File: src/rtl/viterbi_pkg.sv
// Shared definitions for the convolutional-encoder / binary-symmetric-channel block.
// Holds the noise LFSR polynomial and step function, the channel FSM state type
// and the default code (K=5, rate 1/2, generators 11111 / 11011).
package viterbi_pkg;

  localparam logic [31:0] LFSR_POLY = 32'h8020_0003;

  localparam int DEF_K = 5;
  localparam int DEF_N = 2;
  // Generator j occupies bits [j*K +: K]; bit t of a generator taps the input bit t steps back.
  localparam logic [DEF_N*DEF_K-1:0] DEF_G_VEC = {5'b11111, 5'b11011};

  typedef enum logic [1:0] {
    IDLE = 2'd0,
    RUN  = 2'd1,
    TAIL = 2'd2,
    DONE = 2'd3
  } chan_state_e;

  // One step of the right-shifting Galois LFSR.
  function automatic logic [31:0] lfsr_step(input logic [31:0] s);
    lfsr_step = s[0] ? ((s >> 1) ^ LFSR_POLY) : (s >> 1);
  endfunction

endpackage

File: src/rtl/bsc_lfsr.sv
// Noise source: 32-bit Galois LFSR plus per-bit threshold compare giving N flip decisions.
// Latency: flip is combinational from the current LFSR state; state advances N steps on step.
// Backpressure: none internally; the caller only pulses step when a symbol is produced.
// Ports: clk, rst_n (async low, state=1), load/seed (seed 0 is replaced by 1),
//        step (advance N steps), thresh (flip when draw < thresh), flip[N-1:0].
module bsc_lfsr
  import viterbi_pkg::*;
#(
  parameter int N = DEF_N
) (
  input  logic          clk,
  input  logic          rst_n,
  input  logic          load,
  input  logic [31:0]   seed,
  input  logic          step,
  input  logic [15:0]   thresh,
  output logic [N-1:0]  flip
);

  logic [31:0] lfsr_q, lfsr_d;

  // Draw j is the low half-word after step j+1 from the current state.
  always_comb begin
    lfsr_d = lfsr_q;
    flip   = '0;
    for (int j = 0; j < N; j++) begin
      lfsr_d  = lfsr_step(lfsr_d);
      flip[j] = (lfsr_d[15:0] < thresh);
    end
  end

  always_ff @(posedge clk or negedge rst_n) begin
    if (!rst_n) begin
      lfsr_q <= 32'd1;
    end else if (load) begin
      lfsr_q <= (seed == 32'd0) ? 32'd1 : seed;
    end else if (step) begin
      lfsr_q <= lfsr_d;
    end
  end

endmodule

File: src/rtl/conv_bsc_channel.sv
// Rate-1/N convolutional encoder feeding a binary symmetric channel (noisy + clean symbols).
// Latency: 1 cycle from accepted bit to registered symbol on out_*; one-entry output register.
// Backpressure: in_ready drops while the output register is full and out_ready is low; LFSR holds.
// Ports: clk, rst_n (async low); start (frame restart, loads cfg_seed); cfg_thresh (flip prob/65536);
//        in_valid/in_ready/in_bit/in_last data stream; out_valid/out_ready/out_sym/out_clean/out_last
//        symbol stream; busy; err_count (flipped bits) and sym_count (delivered symbols), saturating.
// Option: define CONV_TAIL_EN to flush K-1 zero tail bits after in_last (out_last on final tail symbol).
module conv_bsc_channel
  import viterbi_pkg::*;
#(
  parameter int K = DEF_K,
  parameter int N = DEF_N,
  parameter logic [N*K-1:0] G_VEC = DEF_G_VEC
) (
  input  logic          clk,
  input  logic          rst_n,
  input  logic          start,
  input  logic [31:0]   cfg_seed,
  input  logic [15:0]   cfg_thresh,
  input  logic          in_valid,
  output logic          in_ready,
  input  logic          in_bit,
  input  logic          in_last,
  output logic          out_valid,
  input  logic          out_ready,
  output logic [N-1:0]  out_sym,
  output logic [N-1:0]  out_clean,
  output logic          out_last,
  output logic          busy,
  output logic [15:0]   err_count,
  output logic [15:0]   sym_count
);

  chan_state_e   state_q;
  logic [K-2:0]  enc_q, enc_d;
  logic          out_valid_q, out_last_q;
  logic [N-1:0]  out_sym_q, out_clean_q;
  logic [15:0]   err_q, sym_q, err_d, sym_d;

  logic          out_free, out_hs, in_fire, tail_fire, produce, enc_bit, last_d;
  logic [K-1:0]  r;
  logic [N-1:0]  clean_d, flip, diff;
  logic [2:0]    nflip;
  logic [16:0]   err_sum;

`ifdef CONV_TAIL_EN
  localparam int TAIL_LEN = K - 1;
  logic [3:0]    tail_cnt_q;
`endif

  // The output register can take a new symbol when empty or draining this cycle.
  assign out_free = !out_valid_q || out_ready;
  assign out_hs   = out_valid_q && out_ready;
  assign in_ready = (state_q == RUN) && !start && out_free;
  assign in_fire  = in_valid && in_ready;

`ifdef CONV_TAIL_EN
  assign tail_fire = (state_q == TAIL) && !start && out_free && (tail_cnt_q != 4'(TAIL_LEN));
  assign last_d    = tail_fire && (tail_cnt_q == 4'(TAIL_LEN - 1));
`else
  assign tail_fire = 1'b0;
  assign last_d    = in_fire && in_last;
`endif

  assign produce = in_fire || tail_fire;
  // Tail symbols shift zeros through the encoder.
  assign enc_bit = in_fire ? in_bit : 1'b0;
  assign r       = {enc_q, enc_bit};
  assign enc_d   = {enc_q[K-3:0], enc_bit};

  always_comb begin
    clean_d = '0;
    for (int j = 0; j < N; j++) begin
      clean_d[j] = ^(r & G_VEC[j*K +: K]);
    end
  end

  bsc_lfsr #(.N(N)) u_lfsr (
    .clk    (clk),
    .rst_n  (rst_n),
    .load   (start),
    .seed   (cfg_seed),
    .step   (produce),
    .thresh (cfg_thresh),
    .flip   (flip)
  );

  // Flips in the symbol being handed over are counted at handshake time.
  assign diff = out_sym_q ^ out_clean_q;
  always_comb begin
    nflip = '0;
    for (int j = 0; j < N; j++) begin
      nflip = nflip + {2'b00, diff[j]};
    end
  end

  assign err_sum = {1'b0, err_q} + 17'(nflip);
  assign err_d   = err_sum[16] ? 16'hFFFF : err_sum[15:0];
  assign sym_d   = (sym_q == 16'hFFFF) ? sym_q : sym_q + 16'd1;

  always_ff @(posedge clk or negedge rst_n) begin
    if (!rst_n) begin
      state_q     <= IDLE;
      enc_q       <= '0;
      out_valid_q <= 1'b0;
      out_sym_q   <= '0;
      out_clean_q <= '0;
      out_last_q  <= 1'b0;
      err_q       <= '0;
      sym_q       <= '0;
`ifdef CONV_TAIL_EN
      tail_cnt_q  <= '0;
`endif
    end else if (start) begin
      // Restart wins over any pending handshake: the frame begins from a clean slate.
      state_q     <= RUN;
      enc_q       <= '0;
      out_valid_q <= 1'b0;
      out_sym_q   <= '0;
      out_clean_q <= '0;
      out_last_q  <= 1'b0;
      err_q       <= '0;
      sym_q       <= '0;
`ifdef CONV_TAIL_EN
      tail_cnt_q  <= '0;
`endif
    end else begin
      if (out_hs) begin
        err_q <= err_d;
        sym_q <= sym_d;
      end

      if (produce) begin
        out_valid_q <= 1'b1;
        out_sym_q   <= clean_d ^ flip;
        out_clean_q <= clean_d;
        out_last_q  <= last_d;
        enc_q       <= enc_d;
      end else if (out_hs) begin
        out_valid_q <= 1'b0;
      end

      case (state_q)
        RUN: begin
          if (in_fire && in_last) begin
`ifdef CONV_TAIL_EN
            state_q <= TAIL;
`else
            state_q <= DONE;
`endif
          end
        end
`ifdef CONV_TAIL_EN
        TAIL: begin
          if (tail_fire) tail_cnt_q <= tail_cnt_q + 4'd1;
          // Leave TAIL only once the flagged final symbol has been taken downstream.
          if (out_hs && out_last_q) state_q <= DONE;
        end
`endif
        default: ;
      endcase
    end
  end

  assign out_valid = out_valid_q;
  assign out_sym   = out_sym_q;
  assign out_clean = out_clean_q;
  assign out_last  = out_last_q;
  assign err_count = err_q;
  assign sym_count = sym_q;
  assign busy      = (state_q == RUN) || (state_q == TAIL) || out_valid_q;

endmodule

File: config.mk
export PLATFORM = sky130hd
export DESIGN_NAME = conv_bsc_channel
export DESIGN_NICKNAME = d
export VERILOG_FILES = /design/src/rtl/viterbi_pkg.sv /design/src/rtl/bsc_lfsr.sv /design/src/rtl/conv_bsc_channel.sv
export SDC_FILE = /design/constraint.sdc
export NUM_CORES = 1
export LEC_CHECK = 0
export ABC_AREA = 1
export BUFFER_PORTS_ARGS = -buffer_cell sky130_fd_sc_hd__buf_4
export CAP_MARGIN = 20
export CORE_ASPECT_RATIO = 1.25
export CORE_MARGIN = 10
export CORE_UTILIZATION = 30
export DETAILED_ROUTE_END_ITERATION = 10
export GPL_TIMING_DRIVEN = 0
export HOLD_SLACK_MARGIN = 0.12
export PLACE_DENSITY = 0.56
export SLEW_MARGIN = 20
export SYNTH_ARGS = -nofsm -noshare
export SYNTH_HDL_FRONTEND = slang
export SYNTH_SLANG_ARGS = --single-unit
File: constraint.sdc
create_clock -name clk -period 6.2 [get_ports clk]
set_input_delay 1.86 -clock clk [delete_from_list [all_inputs] [get_ports clk]]
set_output_delay 1.86 -clock clk [all_outputs]
set_load 0.03 [all_outputs]
### After elaboration in Yosys (flattened, before gate mapping)

Cells that the tools add are included.

* register bits: 76
* latch bits: 0
* RAM bits: 0
* bits in read-only memories: 0
* input bits: 55
* output and inout port bits: 40
* logic and storage cells: 68
* memories kept: 0

* $add $sub $neg: 3
* multipliers: 0
* div/mod/pow operators: 0
* magnitude comparators: 2
* equal/unequal tests: 4
* shift-type cells: 0
* mux-type cells: 26
* bitwise logic cells: 4
* reductions and logical operators: 20

Operators by type and width (count)
* two-way mux 32 bit: 5
* two-way mux 16 bit: 6
* logical NOT 32 bit: 1
* less-than comparator 16 bit: 2
* adder 16 x 2 -> 17 bit: 1
* adder 16 x 1 -> 16 bit (second input constant): 1
* equality test 16 bit (second input constant): 1
* two-way mux 2 bit: 7
* XOR reduction 5 bit: 2
* two-way mux 4 bit: 2
* inverter 3 -> 4 bit: 2
* nonzero test 2 bit: 4
* two-way mux 1 bit: 6
* logical AND 1 bit: 5
* AND reduction 2 bit: 2
* XOR 2 bit: 2
* logical OR 1 bit: 3
* nonzero test 3 bit: 1
* adder 1 x 1 -> 2 bit: 1
* equality test 2 x 1 -> 1 bit (second input constant): 1
* equality test 2 bit (second input constant): 1
* logical NOT 1 bit: 2
* inequality test 2 bit (second input constant): 1

### Logic depth before layout (Yosys ltp)

* word-level depth: 9
* gate-level depth with buffers: 15
* depth with buffers taken out: 15

### Modules after synthesis

From an unflattened synthesis, not the netlist that was laid out.

* cells, all modules: 629
* area, all modules: 4837.1 µm²

By module, submodules not included
* conv_bsc_channel: instances 1, cells an instance 351, area each 2618.8 µm²
* bsc_lfsr: instances 1, cells an instance 278, area each 2218.4 µm²

### Least setup slack after synthesis

No wires, ideal clock.

* path kind: input to output
* from: input start
* to: output in_ready
* arrival time: 2.674 ns
* path slack: 1.666 ns
* cell stages on the path: 3
* path buffers: 2
* cell sequence: buf_4 > buf_1 > nor2_1

* word-level cells in the longest chain between the ends: 3

RTL lines
* start, declared: line conv_bsc_channel.sv:17 `input logic start,`
* logical NOT 1 bit: line conv_bsc_channel.sv:54 `assign in_ready = (state_q == RUN) && !start && out_free;`
* logical AND 1 bit (2 in a row): line conv_bsc_channel.sv:54
* end, declared: line conv_bsc_channel.sv:21 `output logic in_ready,`

No other way between the ends.

### Final worst setup path

Ends and elaborated chain as after synthesis.

==> results.md <==
- WS Path Type: primary input to output pin
- FF+latch count, synth: 76
- Crit path DAT: 2.84 ns
- Mapped Cells: 602
- Synth cell types: 50
- Setup Total Neg Slack: 0 ns
- Max_cap viols: 0
- Drt drc: 0
- Remaining global-route overflow: 0
- FMAX: 0.213 GHz
- Row count: 51
- Initial Util: 30.8%
- Share of post-route cells with drive strength above 1: 19.8%
- Drt total wl: 14700 um
- H-Tree Level Count: 3
- Diode count: 0
- HP Class: flop to flop
- Layout area overhead: 25.8%
- Reg clk slew, reported paths: 0.06 ns
- Sequential-to-total area share from yosys stat: 39.2%
- Lkg Pwr: 2.88 nW
- Tot GR Track Use: 13.4%
- Die X: 134 um
- CP max-delay cell: buf_1
- Post-synth top cells: nand2_1, inv_1, dfrtp_1, nor2_1, o21ai_0
- Initial DRC Count: 273
- Num CTS Buffers: 9
- Final Hold Viols: 0
- Dpl hpwl: 11400 um
- Top-count cell post-synth: nand2_1
- Worst rel slew slack: 58.6%
- Crit path required time: 4.34 ns
- Kind of cell adding the most delay to the critical path: buffers and inverters
- Critical path fanouts, max: 10
- Final Power: 1.36 mW
- # clock sinks: 76
- PostCTS Resize Cnt: 0
- Wire length per cell: 15.9 um
- Sw Pwr: 424 uW
- Type of element capturing the critical path: output pin
- Post-route cell area: 0.00612 mm2
- Min Tclk post-route: 4.70 ns
- Worst hold slack: 0.474 ns
- Detailed-route vias per instance: 4.91
- Largest net degree at the start of global routing: 77
- Clock Skew: 0.00681 ns
- Syn Area/Cell: 8.07 um2
- Routability cong.: 0.869
- Net count after synthesis: 691
- Final worst path period share: 75.8%
- Num ports: 95
- # hold bufs at CTS: 0
- CTS tree: yes
- Number of global-route vias before repair: 4633
- Worst skew pair latency: 0.33 ns
- Routed Antenna Nets: 0
- Final Max Slew Viols: 0
- Die Span Y: 162 um
- Final setup fails: 0
- RSZ-0062 raised after global routing: false
- Nets@finish: 796
- CP peak stage delay: 0.45 ns
- Maximum clock path buffer count: 2
- Reg power frac: 42.3%
- IO buf count: 93
- Yosys top cell area share: 38.6%
- Leading area contributor after synthesis: dfrtp_1
- Non-Filler Instances: 924
- Comb power frac: 22.2%
- EDFF count, synth: 0
- Synth Warn #: 0
- CTS Root Cell: clkbuf_16
- Placed insts: 907
- Postcts setup bufs: 0
- Pint: 933 uW
- Antenna violations before repair: 0
- First-pass GRT wire length: 23900 um
- Slew @ Worst Pin: 0.621 ns
- Startpoint Class: primary input
- Worst path bufs/invs: 3
- Core area: 0.0158 mm2
- Cell area power density: 222 mW/mm2
- DR vias: 4533
- Commonest register cell after synthesis: dfrtp_1
- Worst-path cell chain: buf_4, buf_1, nor2_1, buf_4
- Area contributors post-synth: dfrtp_1, ha_1, nand2_1
- Clock power share: 35.6%
- Peak VDD IR: 118 uV
- Die area: 0.0217 mm2
- FFs w/ async S/R, synth: 100%
- Status: finished clean
- Layout filler cell count: 1641
- Mapped Area: 0.00486 mm2
- Critical path's most frequent cell: buf_4
- Dpl cell area: 0.00582 mm2
- Switching share of power: 31.3%
- 1st-pass router iterations: 5
-- tightest hold or removal path, stage by stage (launching register included) --
cell	delay [ns]
dfrtp_1	0.35
nand2_1	0.05
nand2_1	0.04
-- worst paths after layout --
kind / from / end / slack [ns] / depth (start not counted)
max in group asynchronous: rst_n / u_lfsr.lfsr_q[0] / 4.03 / 2
setup reg to reg: out_clean[0] / err_count[7] / 3.67 / 11
setup / recovery: start / in_ready / 1.50 / 4
hold / removal: out_last / out_last / 0.47 / 2
min in group asynchronous: rst_n / err_count[14] / 1.52 / 1
hold reg to reg: out_last / out_last / 0.47 / 2
-- cell usage in the layout, fill, tap and decap left out, types with 3 or more instances in the layout --
master	netlist	routed
nor2_2	3	3
xor2_1	20	20
nor3_1	22	22
nand2_2	3	3
dfrtp_1	75	75
o221ai_1	4	4
nor4_1	5	5
nand3_1	30	30
xnor2_1	4	4
nor2_1	51	51
a211oi_1	15	15
buf_1	4	4
o31ai_1	6	6
a21oi_1	30	30
inv_1	79	79
nand4_1	9	9
o21ai_1	5	5
o21ai_0	40	40
ha_1	33	33
clkbuf_16	0	9
clkinv_2	0	4
a31oi_1	6	6
buf_2	3	3
buf_4	2	95
nand2_1	107	107
o22ai_1	7	7
clkbuf_1	8	9
-- routing by layer --
layer	up-vias	GRT usage [%]	part of all wire (%)
met1	2152	16.6	44
met2	113	22.7	50
met5	-	0	0
li1	2248	-	-
met3	20	2.81	4.7
met4	0	4.36	1.7
-- metrics by stage --
| stage | util [%] | setup slack, ns |
|---|---|---|
| 4_1_cts | 38.7 | 1.45 |
| 2_1_floorplan | - | 1.67 |
| 6_report | 38.8 | 1.50 |
| 3_5_place_dp | 37.0 | 1.45 |
| 5_1_grt | 38.8 | 1.42 |
| 3_3_place_gp | 37.0 | 1.48 |
-- power groups by stage --
stage / combinational [mW] / clock [mW] / sequential, mW
2_1_floorplan: 0.170 / 0 / 0.588
3_3_place_gp: 0.291 / 0 / 0.578
3_5_place_dp: 0.302 / 0 / 0.581
4_1_cts: 0.304 / 0.493 / 0.572
5_1_grt: 0.343 / 0.512 / 0.578
6_report: 0.301 / 0.482 / 0.573
-- logic make-up (layout without fill, tap and decap cells) --
logic type / Yosys count / in the layout / synth area share (%)
AND/OR/NAND/NOR: 244 / 244 / 23.9
AO/OA/AOI/OAI: 123 / 123 / 15.2
buffers and inverters: 101 / 211 / 8.52
flip-flops: 76 / 76 / 39.2
adder cells (fa/ha/maj): 34 / 34 / 8.91
XOR/XNOR: 24 / 24 / 4.32
-- state kept, by name (all words and copies together) (netlist names) --
signal and cells:
state_q 2, out_valid 1, err_count 16, out_clean 2
sym_count 16, out_sym 2, u_lfsr.lfsr_q 32, enc_q 4
out_last 1
-- final cells by class --
cell class                 count  area (um2)  area share [%]
buffer                        19        93.8            1.53
sequential                    76        1900            31.1
multi-input combinational    425        2540            41.6
inverter                      82         320            5.24
timing repair buffer          94         718            11.7
tap                          212         265            4.34
clock buffer                  11         243            3.97
clock inverter                 5        28.8           0.471
Note: power is estimated with default switching activity, not from simulation.
